--- config.mk ---
export PLATFORM = sky130hd
export DESIGN_NAME = mux_salida_blink
export DESIGN_NICKNAME = d
export VERILOG_FILES = /design/src/rtl/mux_salida_blink.sv
export SDC_FILE = /design/constraint.sdc
export NUM_CORES = 1
export LEC_CHECK = 0
export ABC_AREA = 1
export CORE_MARGIN = 2
export CORE_UTILIZATION = 42
export DETAILED_ROUTE_END_ITERATION = 12
export MAX_ROUTING_LAYER = met4
export PLACE_DENSITY = 0.83
export SYNTH_ARGS = -nofsm -noshare
export SYNTH_HDL_FRONTEND = slang
export SYNTH_SLANG_ARGS = --single-unit
--- constraint.sdc ---
create_clock -name clk -period 1.25 [get_ports clk]
set_input_delay 0.25 -clock clk [delete_from_list [all_inputs] [get_ports clk]]
set_output_delay 0.25 -clock clk [all_outputs]
set_load 0.005 [all_outputs]
--- src/rtl/mux_salida_blink.sv ---
// rtl/mux_salida_blink.sv - registered group selector with field blink masking for the RTC display path
module mux_salida_blink #(
  parameter int          N         = 8,
  parameter int          G         = 3,
  parameter int          GW        = 2,
  parameter int          BLINK_DIV = 25,
  parameter int unsigned BLANK     = 32'hFF
) (
  input  logic             clk,
  input  logic             reset_n,
  input  logic             tick,
  input  logic [G-1:0]     grp_sel,
  input  logic [3*G*N-1:0] grp_data,
  input  logic             edit_en,
  input  logic [1:0]       edit_field,
  output logic [N-1:0]     dato_1,
  output logic [N-1:0]     dato_2,
  output logic [N-1:0]     dato_3,
  output logic [GW-1:0]    grp_id,
  output logic             valid,
  output logic             grp_chg
);

  localparam int CW = (BLINK_DIV > 1) ? $clog2(BLINK_DIV) : 1;
  localparam logic [N-1:0]  BLANK_N = N'(BLANK);
  localparam logic [CW-1:0] CNT_TOP = CW'(BLINK_DIV - 1);

  typedef enum logic {SHOW = 1'b0, HIDE = 1'b1} blink_t;

  blink_t        state, state_nx;
  logic [CW-1:0] cnt, cnt_nx;
  logic          edit_en_q;
  logic [1:0]    field_q;
  logic          restart;

  // Live captured fields; the outputs are these with masking applied.
  logic [N-1:0]  cap [3];
  logic [N-1:0]  cap_nx [3];
  logic [GW-1:0] idx;
  logic          hit;

  always_comb begin
    idx = '0;
    hit = 1'b0;
    for (int g = G - 1; g >= 0; g--) begin
      if (grp_sel[g]) begin
        idx = GW'(g);
        hit = 1'b1;
      end
    end
  end

  always_comb begin
    for (int k = 0; k < 3; k++) begin
      cap_nx[k] = hit ? grp_data[(32'(idx) * 3 + k) * N +: N] : cap[k];
    end
  end

  always_comb begin
    state_nx = state;
    cnt_nx   = cnt;
    restart  = !edit_en || !edit_en_q || (edit_field != field_q);
    if (restart) begin
      state_nx = SHOW;
      cnt_nx   = '0;
    end else if (tick) begin
      if (cnt == CNT_TOP) begin
        cnt_nx   = '0;
        state_nx = (state == SHOW) ? HIDE : SHOW;
      end else begin
        cnt_nx = cnt + 1'b1;
      end
    end
  end

  always_ff @(posedge clk or negedge reset_n) begin
    if (!reset_n) begin
      state     <= SHOW;
      cnt       <= '0;
      edit_en_q <= 1'b0;
      field_q   <= 2'd0;
    end else begin
      state     <= state_nx;
      cnt       <= cnt_nx;
      edit_en_q <= edit_en;
      field_q   <= edit_field;
    end
  end

  // Mask decision uses the next blink state so it lands in the same register stage.
  always_ff @(posedge clk or negedge reset_n) begin
    if (!reset_n) begin
      for (int k = 0; k < 3; k++) cap[k] <= '0;
      dato_1  <= '0;
      dato_2  <= '0;
      dato_3  <= '0;
      grp_id  <= '0;
      valid   <= 1'b0;
      grp_chg <= 1'b0;
    end else begin
      for (int k = 0; k < 3; k++) cap[k] <= cap_nx[k];
      dato_1  <= (state_nx == HIDE && edit_en && edit_field == 2'd1) ? BLANK_N : cap_nx[0];
      dato_2  <= (state_nx == HIDE && edit_en && edit_field == 2'd2) ? BLANK_N : cap_nx[1];
      dato_3  <= (state_nx == HIDE && edit_en && edit_field == 2'd3) ? BLANK_N : cap_nx[2];
      grp_chg <= hit && (idx != grp_id || !valid);
      if (hit) begin
        grp_id <= idx;
        valid  <= 1'b1;
      end
    end
  end

endmodule

==> impl_summary.log, run 1 <==
[metrics] post-synthesis share of cell area spent on xor and xnor gates: 0.527%
[metrics] post-synthesis net count: 480
[metrics] overall die height: 93 um
[metrics] violated checks: setup timing
[metrics] Remaining DRCs: 0
[metrics] switching power summed over all nets: 1400 uW
[metrics] combinational family with the most area after synthesis: simple AND/OR/NAND/NOR gates
[metrics] slowest library cell on the worst path: sky130_fd_sc_hd__dfrtp_1
[metrics] routed wire length per instance: 13.7 um
[metrics] grt total ovfl: 0
[metrics] kind of critical path: flop to flop
[metrics] Starting DRT DRC Count: 138
[metrics] synthesized cell area: 0.00333 sq mm
[metrics] Final Skew: 0.00639 ns
[metrics] area of the die: 0.00865 sq mm
[metrics] proportion of total power due to net switching: 28.6%
[metrics] power density over the cells: 958 mW/mm^2
[metrics] final period demand of the worst path: 1.33 ns
[metrics] final-report setup violation count: 26
[metrics] proportion of synthesized area in mux cells: 0%
[metrics] cell-by-cell listing of the critical path: inv_2, ha_4, nand2_2, nor2_4, nand3_4, nand4_4, nand2_1
[metrics] width of the chip: 93 um
[metrics] synthesized netlist cell count: 397
[metrics] CP peak stage delay: 0.40 ns
[metrics] Clock Path Buffers: 2
[metrics] relative area change from synthesis to final layout: 53.1%
[metrics] setup repair after global routing missed its margin: yes
[metrics] Sequential Power Share: 45.4%
[metrics] combined global-route utilization of all metal layers: 22.5%
[metrics] worst rel slew slack: 75.3%
[metrics] post-route ant nets: 0
[metrics] Setup crit end kind: flop
[metrics] fraction of the mapped netlist area in adder cells: 0.752%
[metrics] total power consumption of the routed design: 4880 uW
[metrics] Critical Path Sink: dato_2[0]
[metrics] most common cell after layout, fill and taps aside: sky130_fd_sc_hd__inv_1
[metrics] Via-to-Cell Ratio: 4.76
[metrics] total routed wirelength: 8920 um
[metrics] launch point of the worst path: cnt[1]
[metrics] arrival time at the worst endpoint: 1.55 ns
[metrics] Layout fillers: 622
[metrics] library cell used as clock root buffer: sky130_fd_sc_hd__clkbuf_8
[metrics] clock buffers created by TritonCTS: 9
[metrics] clock network fraction of total power: 31.4%
[metrics] ranking of synthesized cells by area: sky130_fd_sc_hd__dfrtp_1 46%, sky130_fd_sc_hd__nand2_1 10%, sky130_fd_sc_hd__inv_1 10%, sky130_fd_sc_hd__nand3_2 6.3%, sky130_fd_sc_hd__a21oi_2 5.0%
[metrics] Synth Area in Simple Gates: 28.1%
[metrics] nets@finish: 625
[metrics] run status: finished with violations
[metrics] average footprint of a synthesized cell: 8.38 sq um
[metrics] Distinct cells, synth: 25
[metrics] Synthesis Warnings: 0
[metrics] leakage power summed over all cells: 0.00260 uW
[metrics] measured slew at the worst slew-check pin: 0.370 ns
[metrics] Reg-to-Reg Start: cnt[1]
[metrics] fraction of final layout cells sized beyond drive strength 1: 27.8%
[metrics] crit-path max FO: 8
[metrics] Int Pwr: 3480 uW
[metrics] number of buffer and inverter stages on the critical path: 1
[metrics] total vias in the final route: 3092
[metrics] floorplan row count: 32
[metrics] number of antenna diodes: 0
[metrics] cell taking the most area after synthesis: sky130_fd_sc_hd__dfrtp_1
[metrics] weighted congestion reported at the end of routability-driven placement: 0.945
[metrics] final-report hold violation count: 0
[metrics] Yosys top cell area share: 45.9%
[metrics] instance area at placement: 0.00479 sq mm
[metrics] worst reg2reg endpoint: dato_2[0]
[metrics] Register-to-Register Setup Slack: -0.08 ns
[metrics] R2R cell count: 7
[metrics] Port Buffers: 108
[metrics] Reg clk slew, reported paths: 0.07 ns
[metrics] final core utilization: 66.3%
[metrics] period utilization: 107%
[metrics] max capacitance violation total: 0
[metrics] Crit path max-delay family: simple AND/OR/NAND/NOR gates
[metrics] post-route worst setup slack: -0.0825 ns
[metrics] maximum resistive drop on vdd: 0.408 mV
[metrics] effective utilization at floorplan: 43.3%
[metrics] fin. max-slew vios: 0
[metrics] antenna violations before repair: 0
[metrics] DR pass1 iterations: 6
[metrics] post-synthesis compound-gate area fraction: 10.6%
[metrics] Fmax: 0.750 GHz
[metrics] pin count of the biggest net entering global routing: 29
[metrics] most frequent cells in the layout: 83 x sky130_fd_sc_hd__inv_1, 78 x sky130_fd_sc_hd__nand2_1, 74 x sky130_fd_sc_hd__clkdlybuf4s50_1
[metrics] wire length of the first global-routing pass: 14600 um
[metrics] crit path launch type: flop
[metrics] path category of the worst min-delay check: primary input to flop
[metrics] placeable core area: 0.00769 sq mm
[metrics] half-perimeter wire length after detailed placement: 6700 um
[metrics] latest clock arrival within the worst-skew pair: 0.34 ns
[metrics] final non-filler cell area: 0.00509 sq mm
[metrics] count of state elements after synthesis: 61
[metrics] worst setup slack after placement: -0.491 ns
[metrics] via count of the first global-routing pass: 3175
[metrics] required time of the worst setup path: 1.47 ns
[metrics] CTS tree: yes
[metrics] sink count of the clock tree: 61
[metrics] number of top-level design ports: 109
[metrics] H-tree depth reported by CTS: 3
[metrics] total stage count of the critical path: 7
[metrics] share of power burned in combinational logic: 23.2%
[metrics] portion of the post-synthesis area used by sequential elements: 45.9%
==> synth_stat cells <==
library cell                n
sky130_fd_sc_hd__nand3_2   21
sky130_fd_sc_hd__buf_6      9
sky130_fd_sc_hd__clkbuf_2   2
sky130_fd_sc_hd__dfrtp_1   61
sky130_fd_sc_hd__or2_1      1
sky130_fd_sc_hd__nand3_1   14
sky130_fd_sc_hd__xnor2_1    1
sky130_fd_sc_hd__nand2_4    3
sky130_fd_sc_hd__nor2_4     3
sky130_fd_sc_hd__nor2_2    17
sky130_fd_sc_hd__a21oi_2   19
sky130_fd_sc_hd__a21oi_1    6
sky130_fd_sc_hd__nor2_1    17
sky130_fd_sc_hd__buf_2      3
sky130_fd_sc_hd__o21ai_1   10
sky130_fd_sc_hd__nor3_1     1
sky130_fd_sc_hd__a21boi_1   1
sky130_fd_sc_hd__o21ai_0   18
sky130_fd_sc_hd__ha_1       2
sky130_fd_sc_hd__inv_1     89
sky130_fd_sc_hd__nand2_1   91
sky130_fd_sc_hd__xor2_1     1
sky130_fd_sc_hd__nand4_4    3
sky130_fd_sc_hd__o21bai_1   1
sky130_fd_sc_hd__inv_2      3
==> through the flow <==
step | cells | setup TNS, ns | hold WS (ns)
floorplan | 397 | -0.287 | -0.0456
global placement | 626 | -20.66 | 0.182
detailed placement | 626 | -22.57 | 0.182
CTS | 646 | -1.45 | 0.343
global route | 649 | -3.44 | 0.256
finish | 649 | -1.63 | 0.266
==> power by group through the flow <==
stage / clock network (uW) / registers, uW / logic, uW
2_1_floorplan: 0 / 2260 / 468
3_3_place_gp: 0 / 2250 / 1130
3_5_place_dp: 0 / 2260 / 1160
4_1_cts: 1580 / 2220 / 1110
5_1_grt: 1680 / 2240 / 1250
6_report: 1530 / 2220 / 1130
==> area by class of cell <==
type	instances	area [sq um]	share of cell area (%)
clock buffer	9	124	2.43
clock inverter	7	51.3	1.01
inverter	92	345	6.78
multi-input combinational	230	1430	28.0
sequential	61	1530	30.0
tap	102	128	2.51
timing repair buffer	148	1490	29.3
==> flip-flops by register name (all words and copies together) (netlist names) <==
| signal | count |
|---|---|
| grp_chg | 1 |
| valid | 1 |
| cnt | 5 |
| dato_3 | 8 |
| field_q | 2 |
| dato_1 | 8 |
| grp_id | 2 |
| dato_2 | 8 |
| edit_en_q | 1 |
| cap | 24 |
| state | 1 |
==> worst register-to-register path: stages, from the launching register on <==
cell	delay, ns
sky130_fd_sc_hd__dfrtp_1	0.40
sky130_fd_sc_hd__inv_2	0.08
sky130_fd_sc_hd__ha_4	0.14
sky130_fd_sc_hd__nand2_2	0.06
sky130_fd_sc_hd__nor2_4	0.13
sky130_fd_sc_hd__nand3_4	0.13
sky130_fd_sc_hd__nand4_4	0.20
sky130_fd_sc_hd__nand2_1	0.08
==> logic make-up (layout without fill, tap and decap cells) <==
kind of cell	after synthesis	in the layout
flip-flops	61	61
XOR/XNOR	2	2
AND/OR/NAND/NOR	171	171
AO/OA/AOI/OAI	55	55
buffers and inverters	106	256
adder cells (fa/ha/maj)	2	2
==> per-layer routing <==
layer	GRT usage, %	wire (um)	vias up	part of all wire, %
met3	5.40	663	14	7.4
met5	-	0	-	0
li1	-	-	1483	-
met4	8.70	154	0	1.7
met2	37.2	4450	136	50
met1	26.7	3650	1459	41
==> timing repair <==
| item | CTS | global route |
|---|---|---|
| hold buffers | 1 | 0 |
| pin swaps | 11 | 14 |
| hold endpoints to repair | 12 | 0 |
| resized for setup | 43 | 39 |
| buffers inserted | 3 | 3 |
| endpoints found under the setup margin | 80 | 59 |
==> how the worst min path moves through the flow <==
stage / start / to / slack (ns) / depth (start not counted)
after floorplan: reset_n / cap[0] / -0.05 / 0
after global placement: reset_n / dato_3[2] / 0.18 / 1
after detailed placement: reset_n / dato_3[2] / 0.18 / 1
after CTS: edit_field[0] / field_q[0] / 0.34 / 2
after global routing: edit_field[1] / field_q[1] / 0.26 / 2
final: edit_field[1] / field_q[1] / 0.27 / 2
No activity file was read; power rests on OpenSTA's default activity.
==> inputs of run 2 (changes only) <==
--- a/config.mk
+++ b/config.mk
@@ -9,7 +9,6 @@
 export CORE_MARGIN = 2
 export CORE_UTILIZATION = 42
 export DETAILED_ROUTE_END_ITERATION = 12
-export MAX_ROUTING_LAYER = met4
 export PLACE_DENSITY = 0.83
 export SYNTH_ARGS = -nofsm -noshare
 export SYNTH_HDL_FRONTEND = slang
==> run 2 against run 1 <==
  * Hold slack better by 0.0039 ns
  * Wire length is 0.35% lower
  * Critical path type unchanged
  * Highest routed layer unchanged
  * Count of clock-buffer cells in the layout stayed put
  * Total power hardly changed
  * Flip-flop and latch count stayed put
  * Cell count is 0.15% higher
  * Core utilization is 0.15 points higher
  * Largest power group unchanged
  * Sequential power hardly changed
  * Global-route usage is 0.68 points lower
  * Fmax is 0.42% lower
  * The run still ends with setup timing left
==> impl_summary.log, run 2 (synthesized netlist as in run 1, its figures left out) <==
[metrics] crit-path max FO: 8 (unchanged)
[metrics] DR pass1 iterations: 4 (-2)
[metrics] Reg clk slew, reported paths: 0.07 ns (about the same)
[metrics] most frequent cells in the layout: 83 x sky130_fd_sc_hd__inv_1, 78 x sky130_fd_sc_hd__nand2_1, 74 x sky130_fd_sc_hd__clkdlybuf4s50_1
[metrics] final-report hold violation count: 0 (unchanged)
[metrics] fraction of final layout cells sized beyond drive strength 1: 28.3% (+0.50 points)
[metrics] CP peak stage delay: 0.40 ns (about the same)
[metrics] total length of routed met3 wires: 760 um (+15%)
[metrics] routed wire length per instance: 13.7 um (-0.50%)
[metrics] fin. max-slew vios: 0 (unchanged)
[metrics] overall die height: 93 um (unchanged)
[metrics] Remaining DRCs: 0 (unchanged)
[metrics] sink count of the clock tree: 61 (unchanged)
[metrics] FF/Latch Area: 0.00153 sq mm (unchanged)
[metrics] required time of the worst setup path: 1.47 ns (about the same)
[metrics] nets@finish: 626 (+0.16%)
[metrics] routed wl met2: 4560 um (+2.5%)
[metrics] pin count of the biggest net entering global routing: 29 (unchanged)
[metrics] crit path launch type: flop
[metrics] via count of the first global-routing pass: 3173 (-0.063%)
[metrics] power density over the cells: 956 mW/mm^2 (-0.22%)
[metrics] leakage power summed over all cells: 0.00262 uW (+0.47%)
[metrics] slowest library cell on the worst path: sky130_fd_sc_hd__dfrtp_1
[metrics] setup repair after global routing missed its margin: yes
[metrics] CTS tree: yes
[metrics] final core utilization: 66.4% (+0.15 points)
[metrics] H-tree depth reported by CTS: 3 (unchanged)
[metrics] final period demand of the worst path: 1.34 ns (+0.00558 ns)
[metrics] post-route ant nets: 0 (unchanged)
[metrics] Setup crit end kind: flop
[metrics] relative area change from synthesis to final layout: 53.4%
[metrics] most common cell after layout, fill and taps aside: sky130_fd_sc_hd__inv_1
[metrics] path category of the worst min-delay check: primary input to flop
[metrics] violated checks: setup timing
[metrics] total routed wirelength: 8890 um (-0.35%)
[metrics] clock buffers created by TritonCTS: 9 (unchanged)
[metrics] Largest register FFs: 24 (unchanged)
[metrics] antenna violations before repair: 0 (unchanged)
[metrics] half-perimeter wire length after detailed placement: 6700 um (unchanged)
[metrics] width of the chip: 93 um (unchanged)
[metrics] library cell used as clock root buffer: sky130_fd_sc_hd__clkbuf_8
[metrics] highest signal layer in the routed design: met4
[metrics] grt total ovfl: 0 (unchanged)
[metrics] Final Skew: 0.00718 ns (+0.000782 ns)
[metrics] worst rel slew slack: 75.6% (+0.29 points)
[metrics] maximum resistive drop on vdd: 0.407 mV (-0.22%)
[metrics] area of the die: 0.00865 sq mm (unchanged)
[metrics] Layout fillers: 625 (+0.48%)
[metrics] post-route worst setup slack: -0.0881 ns (-0.00558 ns)
[metrics] Multi-input gate area: 0.00143 sq mm (+0.53%)
[metrics] final-report setup violation count: 26 (unchanged)
[metrics] measured slew at the worst slew-check pin: 0.366 ns (-0.00438 ns)
[metrics] cell-by-cell listing of the critical path: inv_2, ha_4, nand2_2, nor2_4, nand3_4, nand4_4, nand2_1
[metrics] number of antenna diodes: 0 (unchanged)
[metrics] weighted congestion reported at the end of routability-driven placement: 0.929 (-1.7%)
[metrics] arrival time at the worst endpoint: 1.55 ns (about the same)
[metrics] placed insts: 626 (unchanged)
[metrics] Fmax: 0.747 GHz (-0.42%)
[metrics] final non-filler cell area: 0.00510 sq mm (+0.22%)
[metrics] latest clock arrival within the worst-skew pair: 0.33 ns (about the same)
[metrics] floorplan row count: 32 (unchanged)
[metrics] number of buffer and inverter stages on the critical path: 1 (unchanged)
[metrics] total vias in the final route: 3112 (+0.65%)
[metrics] wire length of the first global-routing pass: 14600 um (unchanged)
[metrics] largest reg by FF count: cap
[metrics] effective utilization at floorplan: 43.3% (unchanged)
[metrics] number of top-level design ports: 109 (unchanged)
[metrics] combined global-route utilization of all metal layers: 21.8% (-0.68 points)
[metrics] Layout Cells excl Fill: 650 (+0.15%)
[metrics] period utilization: 107% (+0.45 points)
[metrics] Crit path max-delay family: simple AND/OR/NAND/NOR gates
[metrics] instance area at placement: 0.00479 sq mm (unchanged)
[metrics] run status: finished with violations
[metrics] Starting DRT DRC Count: 102 (-26%)
[metrics] kind of critical path: flop to flop
[metrics] Port Buffers: 108 (unchanged)
[metrics] Via-to-Cell Ratio: 4.79 (+0.49%)
[metrics] DRT met1 WL: 3460 um (-5.3%)
[metrics] total power consumption of the routed design: 4880 uW (about the same)
[metrics] max capacitance violation total: 0 (unchanged)
[metrics] placeable core area: 0.00769 sq mm (unchanged)
[metrics] Clock Path Buffers: 2 (unchanged)
run 2: cell count changes in the layout (fill, tap and decap cells not counted), sizes merged:
cell / delta
clkdlybuf4s15: -3
buf: +1
dlygate4sd2: +3
run 2: metrics by stage:
stage / worst slack (ns) / hold slack [ns] / TNS [ns]
after floorplan: -0.0119 / -0.0456 / -0.287
after global placement: -0.471 / 0.182 / -20.66
after detailed placement: -0.491 / 0.182 / -22.57
after CTS: -0.0799 / 0.343 / -1.45
after global routing: -0.156 / 0.257 / -3.49
final: -0.0881 / 0.270 / -1.78
run 2: worst paths after layout:
| check | from | cells past startpoint | to | slack (ns) |
|---|---|---|---|---|
| min | edit_field[1] | 2 | field_q[1] | 0.27 |
| min in group asynchronous | reset_n | 2 | grp_id[0] | 0.36 |
| max in group asynchronous | reset_n | 3 | cap[7] | 0.42 |
| max | cnt[1] | 7 | dato_2[0] | -0.09 |
| min reg2reg | grp_id[1] | 2 | grp_id[1] | 0.51 |
| max reg2reg | cnt[1] | 7 | dato_2[0] | -0.09 |
run 2: worst register-to-register path, cell delays in order, from the launching register on:
cell and delay (ns):
sky130_fd_sc_hd__dfrtp_1 0.40, sky130_fd_sc_hd__inv_2 0.08, sky130_fd_sc_hd__ha_4 0.14, sky130_fd_sc_hd__nand2_2 0.06
sky130_fd_sc_hd__nor2_4 0.13, sky130_fd_sc_hd__nand3_4 0.14, sky130_fd_sc_hd__nand4_4 0.20, sky130_fd_sc_hd__nand2_1 0.08
run 2: final cells by class:
type                            count  area share [%]
Clock buffer                        9            2.43
Clock inverter                      7            1.00
Inverter                           92            6.76
Multi-Input combinational cell    230            28.1
Sequential cell                    61            29.9
Tap cell                          102            2.50
Timing Repair Buffer              149            29.3
run 2: what timing repair did:
item                                    in CTS  in global routing
hold buffers                                 1                  0
cloned                                       0                  0
endpoints found under the hold margin       12                  0
pin swaps                                   11                 15
gates resized for setup                     43                 38
setup buffers                                3                  4
endpoints found under the setup margin      80                 56
run 2: per-layer routing:
metal	track usage, %	up-vias
met3	6.04	10
li1	-	1487
met4	8.33	0
met1	26.1	1463
met5	0	-
met2	37.4	152
run 2: power by group:
group          total [uW]  switching (uW)  internal (uW)
Sequential           2220            56.7           2160
Clock                1530             815            719
Combinational        1130             526            605
Total                4880            1400           3480
